===== src/rtl/exe_alu_stage_if.sv =====
// ============================================================================
//  Module  : exe_alu_stage_if
//  Brief   : EXE-stage operand/control bundle in, EXE/MEM register bundle out.
//  Rev     : 1.0  initial release
// ============================================================================
`default_nettype none

interface exe_alu_stage_if #(
   parameter int DATA_W = 32,
   parameter int REG_AW = 4
);
   logic              in_valid;
   logic [3:0]        exe_cmd;
   logic              s_bit;
   logic [DATA_W-1:0] val_1;
   logic [DATA_W-1:0] val_2;
   logic [DATA_W-1:0] st_val_in;
   logic [REG_AW-1:0] dest_in;
   logic              wb_en_in;
   logic              mem_r_en_in;
   logic              mem_w_en_in;
   logic              freeze;
   logic              flush;

   logic              out_valid;
   logic [DATA_W-1:0] alu_result;
   logic [DATA_W-1:0] st_val;
   logic [REG_AW-1:0] dest;
   logic              wb_en;
   logic              mem_r_en;
   logic              mem_w_en;
   logic [3:0]        sr;

   modport master (
      output in_valid, exe_cmd, s_bit, val_1, val_2, st_val_in, dest_in,
             wb_en_in, mem_r_en_in, mem_w_en_in, freeze, flush,
      input  out_valid, alu_result, st_val, dest, wb_en, mem_r_en, mem_w_en, sr
   );

   modport slave (
      input  in_valid, exe_cmd, s_bit, val_1, val_2, st_val_in, dest_in,
             wb_en_in, mem_r_en_in, mem_w_en_in, freeze, flush,
      output out_valid, alu_result, st_val, dest, wb_en, mem_r_en, mem_w_en, sr
   );
endinterface

`default_nettype wire


===== src/rtl/exe_alu_stage.sv =====
// ============================================================================
//  Module  : exe_alu_stage
//  Brief   : Execute-stage ALU with NZCV status register and EXE/MEM register.
//  Rev     : 1.0  initial release
// ============================================================================
`default_nettype none

module exe_alu_stage #(
   parameter int DATA_W = 32,
   parameter int REG_AW = 4
) (
   input  wire              clk,
   input  wire              rst_n,
   exe_alu_stage_if.slave   bus
);

   localparam logic [3:0] CMD_MOV = 4'b0001;
   localparam logic [3:0] CMD_MVN = 4'b1001;
   localparam logic [3:0] CMD_ADD = 4'b0010;
   localparam logic [3:0] CMD_ADC = 4'b0011;
   localparam logic [3:0] CMD_SUB = 4'b0100;
   localparam logic [3:0] CMD_SBC = 4'b0101;
   localparam logic [3:0] CMD_AND = 4'b0110;
   localparam logic [3:0] CMD_ORR = 4'b0111;
   localparam logic [3:0] CMD_EOR = 4'b1000;

   logic [DATA_W:0]   w_wide;
   logic [DATA_W-1:0] w_res;
   logic              w_c;
   logic              w_v;
   logic [3:0]        w_nzcv;
   logic              w_a_msb;
   logic              w_b_msb;

   logic              valid_q,  valid_d;
   logic [DATA_W-1:0] result_q, result_d;
   logic [DATA_W-1:0] st_val_q, st_val_d;
   logic [REG_AW-1:0] dest_q,   dest_d;
   logic              wb_en_q,  wb_en_d;
   logic              mem_r_q,  mem_r_d;
   logic              mem_w_q,  mem_w_d;
   logic [3:0]        sr_q,     sr_d;

   assign w_a_msb = bus.val_1[DATA_W-1];
   assign w_b_msb = bus.val_2[DATA_W-1];

   // Carry-in for ADC/SBC comes from the registered flags, never this cycle's.
   always_comb begin
      w_wide = '0;
      w_res  = '0;
      w_c    = sr_q[1];
      w_v    = sr_q[0];
      case (bus.exe_cmd)
         CMD_MOV: w_res = bus.val_2;
         CMD_MVN: w_res = ~bus.val_2;
         CMD_ADD, CMD_ADC: begin
            w_wide = {1'b0, bus.val_1} + {1'b0, bus.val_2}
                   + {{DATA_W{1'b0}}, (bus.exe_cmd == CMD_ADC) & sr_q[1]};
            w_res  = w_wide[DATA_W-1:0];
            w_c    = w_wide[DATA_W];
            w_v    = (w_a_msb == w_b_msb) && (w_res[DATA_W-1] != w_a_msb);
         end
         CMD_SUB, CMD_SBC: begin
            w_wide = {1'b0, bus.val_1} - {1'b0, bus.val_2}
                   - {{DATA_W{1'b0}}, (bus.exe_cmd == CMD_SBC) & ~sr_q[1]};
            w_res  = w_wide[DATA_W-1:0];
            w_c    = ~w_wide[DATA_W];
            w_v    = (w_a_msb != w_b_msb) && (w_res[DATA_W-1] != w_a_msb);
         end
         CMD_AND: w_res = bus.val_1 & bus.val_2;
         CMD_ORR: w_res = bus.val_1 | bus.val_2;
         CMD_EOR: w_res = bus.val_1 ^ bus.val_2;
         default: w_res = '0;
      endcase
      w_nzcv = {w_res[DATA_W-1], (w_res == '0), w_c, w_v};
   end

   always_comb begin
      valid_d  = valid_q;
      result_d = result_q;
      st_val_d = st_val_q;
      dest_d   = dest_q;
      wb_en_d  = wb_en_q;
      mem_r_d  = mem_r_q;
      mem_w_d  = mem_w_q;
      sr_d     = sr_q;
      if (!bus.freeze) begin
         if (bus.flush) begin
            valid_d = 1'b0;
            wb_en_d = 1'b0;
            mem_r_d = 1'b0;
            mem_w_d = 1'b0;
         end else begin
            valid_d  = bus.in_valid;
            result_d = w_res;
            st_val_d = bus.st_val_in;
            dest_d   = bus.dest_in;
            wb_en_d  = bus.wb_en_in    & bus.in_valid;
            mem_r_d  = bus.mem_r_en_in & bus.in_valid;
            mem_w_d  = bus.mem_w_en_in & bus.in_valid;
            // Loads/stores use the adder for addressing only; flags stay put.
            if (bus.in_valid && bus.s_bit && !bus.mem_r_en_in && !bus.mem_w_en_in)
               sr_d = w_nzcv;
         end
      end
   end

   always_ff @(posedge clk or negedge rst_n) begin
      if (!rst_n) begin
         valid_q  <= 1'b0;
         result_q <= '0;
         st_val_q <= '0;
         dest_q   <= '0;
         wb_en_q  <= 1'b0;
         mem_r_q  <= 1'b0;
         mem_w_q  <= 1'b0;
         sr_q     <= 4'b0000;
      end else begin
         valid_q  <= valid_d;
         result_q <= result_d;
         st_val_q <= st_val_d;
         dest_q   <= dest_d;
         wb_en_q  <= wb_en_d;
         mem_r_q  <= mem_r_d;
         mem_w_q  <= mem_w_d;
         sr_q     <= sr_d;
      end
   end

   assign bus.out_valid  = valid_q;
   assign bus.alu_result = result_q;
   assign bus.st_val     = st_val_q;
   assign bus.dest       = dest_q;
   assign bus.wb_en      = wb_en_q;
   assign bus.mem_r_en   = mem_r_q;
   assign bus.mem_w_en   = mem_w_q;
   assign bus.sr         = sr_q;

endmodule

`default_nettype wire


===== src/flat_wrapper.sv =====
// flat-port wrapper written by rule: the top's interface ports become plain ports
module exe_alu_stage_flat 
#(
   parameter int DATA_W = 32,
   parameter int REG_AW = 4
)
  (clk, rst_n, bus_in_valid, bus_exe_cmd, bus_s_bit, bus_val_1, bus_val_2, bus_st_val_in, bus_dest_in, bus_wb_en_in, bus_mem_r_en_in, bus_mem_w_en_in, bus_freeze, bus_flush, bus_out_valid, bus_alu_result, bus_st_val, bus_dest, bus_wb_en, bus_mem_r_en, bus_mem_w_en, bus_sr);
  exe_alu_stage_if #(.DATA_W(DATA_W), .REG_AW(REG_AW)) bus_i ();
  input  wire clk;
  input  wire rst_n;
  input wire logic [$bits(bus_i.in_valid)-1:0] bus_in_valid;
  input wire logic [$bits(bus_i.exe_cmd)-1:0] bus_exe_cmd;
  input wire logic [$bits(bus_i.s_bit)-1:0] bus_s_bit;
  input wire logic [$bits(bus_i.val_1)-1:0] bus_val_1;
  input wire logic [$bits(bus_i.val_2)-1:0] bus_val_2;
  input wire logic [$bits(bus_i.st_val_in)-1:0] bus_st_val_in;
  input wire logic [$bits(bus_i.dest_in)-1:0] bus_dest_in;
  input wire logic [$bits(bus_i.wb_en_in)-1:0] bus_wb_en_in;
  input wire logic [$bits(bus_i.mem_r_en_in)-1:0] bus_mem_r_en_in;
  input wire logic [$bits(bus_i.mem_w_en_in)-1:0] bus_mem_w_en_in;
  input wire logic [$bits(bus_i.freeze)-1:0] bus_freeze;
  input wire logic [$bits(bus_i.flush)-1:0] bus_flush;
  output wire logic [$bits(bus_i.out_valid)-1:0] bus_out_valid;
  output wire logic [$bits(bus_i.alu_result)-1:0] bus_alu_result;
  output wire logic [$bits(bus_i.st_val)-1:0] bus_st_val;
  output wire logic [$bits(bus_i.dest)-1:0] bus_dest;
  output wire logic [$bits(bus_i.wb_en)-1:0] bus_wb_en;
  output wire logic [$bits(bus_i.mem_r_en)-1:0] bus_mem_r_en;
  output wire logic [$bits(bus_i.mem_w_en)-1:0] bus_mem_w_en;
  output wire logic [$bits(bus_i.sr)-1:0] bus_sr;
  assign bus_i.in_valid = bus_in_valid;
  assign bus_i.exe_cmd = bus_exe_cmd;
  assign bus_i.s_bit = bus_s_bit;
  assign bus_i.val_1 = bus_val_1;
  assign bus_i.val_2 = bus_val_2;
  assign bus_i.st_val_in = bus_st_val_in;
  assign bus_i.dest_in = bus_dest_in;
  assign bus_i.wb_en_in = bus_wb_en_in;
  assign bus_i.mem_r_en_in = bus_mem_r_en_in;
  assign bus_i.mem_w_en_in = bus_mem_w_en_in;
  assign bus_i.freeze = bus_freeze;
  assign bus_i.flush = bus_flush;
  assign bus_out_valid = bus_i.out_valid;
  assign bus_alu_result = bus_i.alu_result;
  assign bus_st_val = bus_i.st_val;
  assign bus_dest = bus_i.dest;
  assign bus_wb_en = bus_i.wb_en;
  assign bus_mem_r_en = bus_i.mem_r_en;
  assign bus_mem_w_en = bus_i.mem_w_en;
  assign bus_sr = bus_i.sr;
  exe_alu_stage #(.DATA_W(DATA_W), .REG_AW(REG_AW)) u_core (.clk(clk), .rst_n(rst_n), .bus(bus_i));
endmodule

===== config.mk =====
export PLATFORM = sky130hd
export DESIGN_NAME = exe_alu_stage_flat
export DESIGN_NICKNAME = d
export VERILOG_FILES = /design/src/rtl/exe_alu_stage_if.sv /design/src/rtl/exe_alu_stage.sv /design/src/flat_wrapper.sv
export SDC_FILE = /design/constraint.sdc
export NUM_CORES = 1
export LEC_CHECK = 0
export CORE_UTILIZATION = 59
export CTS_BUF_LIST = sky130_fd_sc_hd__clkbuf_2 sky130_fd_sc_hd__clkbuf_4 sky130_fd_sc_hd__clkbuf_8
export CTS_CLUSTER_SIZE = 14
export DETAILED_ROUTE_END_ITERATION = 8
export MAX_ROUTING_LAYER = met4
export PLACE_DENSITY = 0.9
export SYNTH_ARGS = -nofsm -noshare
export SYNTH_HDL_FRONTEND = slang
export SYNTH_SLANG_ARGS = --single-unit
export TNS_END_PERCENT = 100

===== constraint.sdc =====
create_clock -name clk -period 7.6 [get_ports clk]
set_input_delay 0.76 -clock clk [delete_from_list [all_inputs] [get_ports clk]]
set_output_delay 0.76 -clock clk [all_outputs]
set_load 0.01 [all_outputs]

==> results of run 1 <==
==> logic make-up (layout without fill, tap and decap cells) <==
| logic type | after synthesis | in the layout | share of synthesized area (%) |
|---|---|---|---|
| flip-flops | 76 | 76 | 20.3 |
| AO/OA/AOI/OAI | 360 | 360 | 25.9 |
| buffers and inverters | 182 | 335 | 7.62 |
| XOR/XNOR | 63 | 63 | 5.88 |
| AND/OR/NAND/NOR | 273 | 273 | 14.8 |
| multiplexers | 67 | 67 | 7.86 |
| adder cells (fa/ha/maj) | 130 | 130 | 17.7 |
==> worst reg2reg max path, stage by stage, from the launching register on <==
cell and delay (ns):
dfrtp_1 0.52, nand3_1 0.15, fa_1 0.42, fa_1 0.42
nand2b_1 0.19, a21oi_2 0.29, o21ai_1 0.22, o41ai_1 0.80
nor2_1 0.17, o21bai_1 0.31, a31oi_1 0.17, xnor2_1 0.15
a211o_1 0.32, nor4_2 0.27, a32o_2 0.20
==> per-layer routing <==
layer	routed length (um)	up-vias
met5	0	-
met4	1810	0
met2	14900	583
met1	12300	4527
li1	-	4453
met3	2750	142
==> through the flow <==
stage	cells	total power, W	util, %
6_report	1515	0.00181	75.3
3_5_place_dp	1499	0.00145	73.9
4_1_cts	1515	0.00179	75.3
2_1_floorplan	1151	0.00107	-
5_1_grt	1515	0.00190	75.3
3_3_place_gp	1499	0.00142	73.9
==> where the power goes <==
part | total (W) | internal (W) | switching [W] | leakage [nW]
clock network | 0.000340 | 0.000182 | 0.000157 | 0.113
registers | 0.000516 | 0.000470 | 0.0000465 | 0.923
logic | 0.000951 | 0.000438 | 0.000513 | 4.05
==> worst max-delay path by stage <==
stage,start,end,slack [ns],cells past startpoint
2_1_floorplan,bus_exe_cmd[3],u_core.bus.sr[2]$_DFFE_PN0P_,2.05,19
3_3_place_gp,bus_exe_cmd[1],u_core.bus.sr[2]$_DFFE_PN0P_,1.65,18
3_5_place_dp,bus_exe_cmd[1],u_core.bus.sr[2]$_DFFE_PN0P_,1.52,18
4_1_cts,bus_exe_cmd[1],u_core.bus.sr[2]$_DFFE_PN0P_,1.87,18
5_1_grt,bus_exe_cmd[1],u_core.bus.sr[2]$_DFFE_PN0P_,1.43,18
6_report,bus_exe_cmd[1],u_core.bus.sr[2]$_DFFE_PN0P_,1.78,18
==> layout make-up <==
class | instances | area, um2
Clock buffer | 13 | 173
Clock inverter | 3 | 43.8
Fill cell | 1132 | 3790
Inverter | 121 | 454
Multi-Input combinational cell | 893 | 6790
Sequential cell | 76 | 1900
Tap cell | 211 | 264
Timing Repair Buffer | 198 | 1950
==> synth_stat cells, drive strengths merged (9+ instances only) <==
| library cell | n |
|---|---|
| a211oi | 14 |
| a21o | 15 |
| a21oi | 101 |
| a221oi | 9 |
| a222oi | 12 |
| a22oi | 11 |
| a31oi | 11 |
| buf | 22 |
| clkbuf | 39 |
| dfrtp | 76 |
| ha | 126 |
| inv | 121 |
| mux2 | 53 |
| mux2i | 14 |
| nand2 | 85 |
| nand2b | 17 |
| nand3 | 10 |
| nand4 | 19 |
| nor2 | 63 |
| nor3 | 21 |
| o211ai | 17 |
| o21a | 13 |
| o21ai | 75 |
| o221ai | 10 |
| o22ai | 15 |
| xnor2 | 36 |
| xor2 | 27 |
==> flip-flops by register name (all words and copies together), names as in the netlist <==
register,flops
u_core.bus.alu_result,32
u_core.bus.dest,4
u_core.bus.mem_r_en,1
u_core.bus.mem_w_en,1
u_core.bus.out_valid,1
u_core.bus.sr,4
u_core.bus.st_val,32
u_core.bus.wb_en,1
==> impl_metrics.tcl, run 1 <==
set metrics [dict create \
    status "finished clean" \
    final_nets 1542 \
    place_ws_ns 1.52 \
    tns_ns 0 \
    cp_slowest_cell "o41ai_1" \
    start_kind "input pin" \
    drv_slew 0 \
    grt_start_max_net_pins 82 \
    hold_violations 0 \
    p_leak_nw 5.08 \
    die-area_um2 16400 \
    setup_slack_ns 1.78 \
    track_usage_pct 39.7 \
    floorplan.initialDensity_pct 61.0 \
    hpwl_um 24300 \
    setup_violations 0 \
    drt-pass1-iter-count 7 \
    area_growth_syn_to_layout_pct 23.4 \
    hold_end "u_core.bus.st_val[20]$_DFFE_PN0P_" \
    htree_levels 3 \
    detail_route.vias_per_cell 6.41 \
    post_dp_cell_area_um2 11400 \
    die_w_um 128 \
    r2r-start "u_core.bus.sr[1]$_DFFE_PN0P_" \
    hp-start "u_core.bus.st_val[20]$_DFFE_PN0P_" \
    synth_top_area_cell "dfrtp_1" \
    row_count 45 \
    period_needed_ns 5.82 \
    num_antenna_cells 0 \
    yosys.area.top_type_share_pct 20.3 \
    cts_sinks 76 \
    crit_path_cell_trace "clkdlybuf4s50_1 > buf_4 > nor3b_2 > buf_4 > nand3_1 > fa_1 > fa_1 > nand2b_1 > a21oi_2 > o21ai_1 > o41ai_1 > nor2_1 > o21bai_1 > a31oi_1 > xnor2_1 > a211o_1 > nor4_2 > a32o_2" \
    ys_types 90 \
    ctsHoldBuffers 0 \
    met3_usage_pct 7.22 \
    critPathTopFamily "compound AO/OA/AOI/OAI gates" \
    fmax_ghz 0.172 \
    antenna_found_initial 0 \
    cts_resized 0 \
    cts_buffers 9 \
    vias 9705 \
    port_buffers 188 \
    hold_class "reg2reg" \
    synth_area_leaders "dfrtp_1 (20%), ha_1 (17%), mux2_2 (6.4%)" \
    synth_seq_area_share_pct 20.3 \
    syn_nets 1394 \
    path_class "in2reg" \
    synth_seq_cells 76 \
    grt_pass1_vias 9397 \
    use_met1_pct 47.0 \
    drive_gt1_share_pct 8.82 \
    holdPathStages 1 \
    maxCapViolCount 0 \
    drt-wirelength-per-cell_um 20.9 \
    wl_um 31700 \
    place.gp.congestion 1.03 \
    cp.required_ns 7.91 \
    finalInstanceArea_um2 11600 \
    io_pins 189 \
    design.core.area_um2 15400 \
    synth_edf_count 0 \
    whs_ns 0.511 \
    cts_tree "built" \
    crit_path_max_fanout 35 \
    grt_pass1_wl_um 49000 \
    syn_inst 1151 \
    ys_warn_count 0 \
    end_kind "flip-flop" \
    path_clk_slew_ns 0.08 \
    synth.avg_cell_area_um2 8.15 \
    worstPathArrival_ns 6.13 \
    busiest_layer "met2" \
    slew_headroom_pct 29.8 \
    cp_num_buf_inv 3 \
    cts-root-buf "clkbuf_8" \
    clock_path_buffers 2 \
    async_reset_ff_share_pct 100 \
    worstMarginPinSlew_ns 1.05 \
    synth_area_um2 9380 \
    vdd_ir_drop_max_mv 0.163 \
    clk_latency_ns 0.37 \
    drc_errors 0 \
    synth-main-ff-cell "dfrtp_1" \
    slowest_delay_ns 0.80 \
    rsz0062_at_grt "false" \
    final_cell_mix "clkdlybuf4s50_1 (186), ha_1 (126), inv_1 (121)" \
    post-cts-setup-buffers 0 \
    reg2reg_slack_ns 2.92 \
    fin_crit_sh_pct 76.6 \
    r2r_end "u_core.bus.sr[2]$_DFFE_PN0P_" \
    power.density_nw_per_um2 156 \
    clock_skew_ns 0.00551 \
    drt_first_iter_violations 1130 \
    layout_commonest_cell "clkdlybuf4s50_1" \
    ant_nets 0 \
    grtUsageMet2_pct 64.5 \
    reg2reg_depth 14 \
    grt_overflow 0 \
    die_h_um 128 \
]
Power figures use the tool's default switching activity.
==> run 2, diff against run 1 <==
--- a/config.mk
+++ b/config.mk
@@ -5,12 +5,12 @@
 export SDC_FILE = /design/constraint.sdc
 export NUM_CORES = 1
 export LEC_CHECK = 0
-export CORE_UTILIZATION = 59
+export CORE_UTILIZATION = 55
 export CTS_BUF_LIST = sky130_fd_sc_hd__clkbuf_2 sky130_fd_sc_hd__clkbuf_4 sky130_fd_sc_hd__clkbuf_8
 export CTS_CLUSTER_SIZE = 14
 export DETAILED_ROUTE_END_ITERATION = 8
 export MAX_ROUTING_LAYER = met4
-export PLACE_DENSITY = 0.9
+export PLACE_DENSITY = 0.85
 export SYNTH_ARGS = -nofsm -noshare
 export SYNTH_HDL_FRONTEND = slang
 export SYNTH_SLANG_ARGS = --single-unit
==> constraint.sdc (replaced) <==
create_clock -name clk -period 5.7 [get_ports clk]
set_input_delay 0.57 -clock clk [delete_from_list [all_inputs] [get_ports clk]]
set_output_delay 0.57 -clock clk [all_outputs]
set_load 0.01 [all_outputs]
==> impl_metrics.tcl, run 2 (synthesized netlist as in run 1, its figures left out) <==
set metrics [dict create \
    antenna_found_initial 0 \
    cts_buffers 9 \
    fmax_ghz 0.201 \
    cts_resized 0 \
    place.gp.congestion 0.987 \
    placed_cells 1515 \
    cp_num_buf_inv 1 \
    crit_path_max_fanout 5 \
    drt_first_iter_violations 1027 \
    io_pins 189 \
    design.core.area_um2 16600 \
    ctsHoldBuffers 0 \
    drc_errors 0 \
    worstMarginPinSlew_ns 1.06 \
    port_buffers 188 \
    final_cell_mix "clkdlybuf4s50_1 (186), ha_1 (126), inv_1 (121)" \
    drv_slew 0 \
    p_comb_share_pct 52.9 \
    critPathTopFamily "simple AND/OR/NAND/NOR gates" \
    layout_commonest_cell "clkdlybuf4s50_1" \
    seqPwrFrac_pct 28.5 \
    htree_levels 3 \
    setup_slack_ns 0.734 \
    worstPathArrival_ns 5.27 \
    status "finished clean" \
    die_h_um 133 \
    grt_pass1_wl_um 50500 \
    post-cts-setup-buffers 0 \
    drive_gt1_share_pct 9.16 \
    wl_um 32200 \
    floorplan.initialDensity_pct 56.4 \
    cp_slowest_cell "fa_1" \
    tns_ns 0 \
    end_kind "flip-flop" \
    vias 9672 \
    die-area_um2 17600 \
    start_kind "input pin" \
    power.density_nw_per_um2 207 \
    drt-pass1-iter-count 6 \
    p_int_w 0.00146 \
    period_needed_ns 4.97 \
    finalInstanceArea_um2 11600 \
    grt_overflow 0 \
    die_w_um 133 \
    hold_violations 0 \
    rsz0062_at_grt "false" \
    grt_pass1_vias 9349 \
    path_clk_slew_ns 0.08 \
    stdcell_count 1530 \
    fin_crit_sh_pct 87.1 \
    switching_share_pct 39.3 \
    drt-wirelength-per-cell_um 21.0 \
    power_switching_w 0.000946 \
    grt_start_max_net_pins 82 \
    ant_nets 0 \
    power_w 0.00241 \
    post_dp_cell_area_um2 11400 \
    hold_class "in2async" \
    crit_path_cell_trace "clkdlybuf4s50_1 > nand2b_1 > or2_2 > nor3b_1 > fa_1 > ha_1 > nor2_1 > fa_1 > nand2b_1 > a21oi_2 > a211oi_2 > nor3_4 > xnor2_1 > a2111oi_2 > nand4_1 > nor4b_2 > nand4_1 > nor4_2 > a32o_2" \
    clock_path_buffers 2 \
    cts_tree "built" \
    setup_violations 0 \
    clock_skew_ns 0.00788 \
    clockPowerShare_pct 18.6 \
    place_ws_ns 0.464 \
    cts_sinks 76 \
    hpwl_um 24800 \
    num_antenna_cells 0 \
    vdd_ir_drop_max_mv 0.178 \
    p_leak_nw 5.11 \
    area_growth_syn_to_layout_pct 24.0 \
    clk_latency_ns 0.36 \
    track_usage_pct 37.5 \
    slowest_delay_ns 0.50 \
    path_class "in2reg" \
    cts-root-buf "clkbuf_8" \
    slew_headroom_pct 29.1 \
    detail_route.vias_per_cell 6.32 \
    cp.required_ns 6.00 \
    maxCapViolCount 0 \
    row_count 47 \
    final_nets 1549 \
]
run 2: cell type report:
cell class / instances / area, um2
Multi-Input combinational cell: 893 / 6790
Sequential cell: 76 / 1900
Tap cell: 220 / 275
Inverter: 121 / 454
Clock buffer: 10 / 131
Clock inverter: 5 / 77.6
Fill cell: 1357 / 5010
Timing Repair Buffer: 205 / 2000
run 2: power by group through the flow:
| stage | clock, W | sequential [W] | combinational [W] |
|---|---|---|---|
| finish | 0.000448 | 0.000686 | 0.00127 |
| global route | 0.000476 | 0.000693 | 0.00137 |
| CTS | 0.000453 | 0.000684 | 0.00125 |
| detailed placement | 0 | 0.000691 | 0.00124 |
| global placement | 0 | 0.000687 | 0.00123 |
| floorplan | 0 | 0.000723 | 0.000705 |
run 2: path summary, 6_finish.rpt:
check | startpoint | to | slack, ns | depth (start not counted)
max reg2reg | u_core.bus.sr[1]$_DFFE_PN0P_ | u_core.bus.sr[2]$_DFFE_PN0P_ | 1.28 | 16
max in group asynchronous | rst_n | u_core.bus.alu_result[27]$_DFFE_PN0P_ | 4.70 | 1
min | rst_n | u_core.bus.alu_result[4]$_DFFE_PN0P_ | 0.37 | 1
min reg2reg | u_core.bus.sr[3]$_DFFE_PN0P_ | u_core.bus.sr[3]$_DFFE_PN0P_ | 0.49 | 2
min in group clk | u_core.bus.sr[3]$_DFFE_PN0P_ | u_core.bus.sr[3]$_DFFE_PN0P_ | 0.49 | 2
max | bus_exe_cmd[2] | u_core.bus.sr[2]$_DFFE_PN0P_ | 0.73 | 19
run 2: stage by stage:
step | hold WS (ns) | util, %
after CTS | 0.394 | 69.9
after floorplan | 0.274 | -
after global placement | 0.464 | 68.6
after global routing | 0.433 | 69.9
final | 0.369 | 69.9
after detailed placement | 0.477 | 68.6
run 2: per-layer routing:
metal	up-vias	wire, um	GRT usage, %
met5	-	0	-
met3	114	2700	6.67
met1	4560	12900	45.8
met2	542	15100	60.4
met4	0	1520	16.6
li1	4456	-	-
==> run 3, diff against run 2 <==
--- a/config.mk
+++ b/config.mk
@@ -11,6 +11,7 @@
 export DETAILED_ROUTE_END_ITERATION = 8
 export MAX_ROUTING_LAYER = met4
 export PLACE_DENSITY = 0.85
+export SLEW_MARGIN = 25
 export SYNTH_ARGS = -nofsm -noshare
 export SYNTH_HDL_FRONTEND = slang
 export SYNTH_SLANG_ARGS = --single-unit
==> impl_metrics.tcl, run 3 (synthesized netlist as in run 1, its figures left out) <==
set metrics [dict create \
    status "finished clean" \
    period_needed_ns 4.98 \
    cts_resized 0 \
    cp.required_ns 6.00 \
    post_dp_cell_area_um2 11400 \
    crit_path_max_fanout 5 \
    wl_um 32200 \
    setup_slack_ns 0.725 \
    worstPathArrival_ns 5.27 \
    antenna_found_initial 0 \
    ctsHoldBuffers 0 \
    end_kind "flip-flop" \
    vdd_ir_drop_max_mv 0.178 \
    port_buffers 188 \
    path_class "in2reg" \
    layout_commonest_cell "clkdlybuf4s50_1" \
    die-area_um2 17600 \
    cts-root-buf "clkbuf_8" \
    worstMarginPinSlew_ns 1.05 \
    hold_violations 0 \
    ant_nets 0 \
    drt-pass1-iter-count 7 \
    maxCapViolCount 0 \
    setup_violations 0 \
    slew_headroom_pct 29.8 \
    drc_errors 0 \
    hold_class "in2async" \
    finalInstanceArea_um2 11600 \
    fin_crit_sh_pct 87.3 \
    num_antenna_cells 0 \
    hpwl_um 24800 \
    drv_slew 0 \
    row_count 47 \
    grt_pass1_wl_um 50500 \
    final_cell_mix "clkdlybuf4s50_1 (186), ha_1 (126), inv_1 (121)" \
    die_w_um 133 \
    detail_route.vias_per_cell 6.31 \
    vias 9660 \
    die_h_um 133 \
    rsz0062_at_grt "false" \
    clk_latency_ns 0.36 \
    p_leak_nw 5.11 \
    cts_buffers 9 \
    drive_gt1_share_pct 9.16 \
    drt-wirelength-per-cell_um 21.0 \
    track_usage_pct 37.5 \
    design.core.area_um2 16600 \
    power.density_nw_per_um2 207 \
    clock_skew_ns 0.00623 \
    fmax_ghz 0.201 \
    place.gp.congestion 0.987 \
    drt_first_iter_violations 1022 \
    area_growth_syn_to_layout_pct 24.0 \
    cts_sinks 76 \
    final_nets 1549 \
    final_util_pct 69.9 \
    cts_tree "built" \
    io_pins 189 \
    floorplan.initialDensity_pct 56.4 \
    start_kind "input pin" \
    clock_path_buffers 2 \
    htree_levels 3 \
    tns_ns 0 \
    path_clk_slew_ns 0.08 \
    grt_pass1_vias 9349 \
    place_ws_ns 0.464 \
    post-cts-setup-buffers 0 \
    grt_start_max_net_pins 82 \
    grt_overflow 0 \
]
==> run 3: cell types whose count changed in the layout (fill, tap and decap cells not counted) <==
| cell | delta |
|---|---|
| buf_4 | -1 |
| buf_6 | +1 |
==> run 3: worst max-delay path, stage by stage <==
cell	delay [ns]
clkdlybuf4s50_1	0.49
nand2b_1	0.07
or2_2	0.30
nor3b_1	0.23
fa_1	0.50
ha_1	0.22
nor2_1	0.20
fa_1	0.28
nand2b_1	0.09
a21oi_2	0.30
a211oi_2	0.15
nor3_4	0.28
xnor2_1	0.11
a2111oi_2	0.47
nand4_1	0.18
nor4b_2	0.33
nand4_1	0.14
nor4_2	0.15
a32o_2	0.20
==> run 3: cell type report <==
cell class / instances / area, um2
clock buffer: 10 / 131
clock inverter: 5 / 77.6
fill: 1356 / 5010
inverter: 121 / 454
multi-input combinational: 893 / 6790
sequential: 76 / 1900
tap: 220 / 275
timing repair buffer: 205 / 2010
==> run 3: layer usage <==
metal | share of wire, % | GRT usage [%]
met5 | 0 | -
met4 | 4.7 | 16.6
met3 | 8.3 | 6.67
met2 | 47 | 60.4
met1 | 40 | 45.8
==> run 3: stage by stage <==
stage               hold WS (ns)  instances  total power [W]
finish                     0.233       1530          0.00241
floorplan                  0.274       1151          0.00143
global placement           0.464       1515          0.00191
global route               0.280       1530          0.00254
CTS                        0.394       1530          0.00239
detailed placement         0.477       1515          0.00194
==> run 3: power breakdown <==
group,internal (W),switching [W]
Combinational,0.000587,0.000686
Clock,0.000247,0.000201
Sequential,0.000627,0.0000595
Total,0.00146,0.000946
==> run 3: final timing paths <==
kind,startpoint,endpoint,slack (ns),cells after the start
setup / recovery,bus_exe_cmd[2],u_core.bus.sr[2]$_DFFE_PN0P_,0.72,19
hold / removal,rst_n,u_core.bus.alu_result[7]$_DFFE_PN0P_,0.23,1
setup reg to reg,u_core.bus.sr[1]$_DFFE_PN0P_,u_core.bus.sr[2]$_DFFE_PN0P_,1.26,16
hold reg to reg,u_core.bus.sr[3]$_DFFE_PN0P_,u_core.bus.sr[3]$_DFFE_PN0P_,0.49,2
max in group asynchronous,rst_n,u_core.bus.alu_result[27]$_DFFE_PN0P_,4.98,1
min in group clk,u_core.bus.sr[3]$_DFFE_PN0P_,u_core.bus.sr[3]$_DFFE_PN0P_,0.49,2
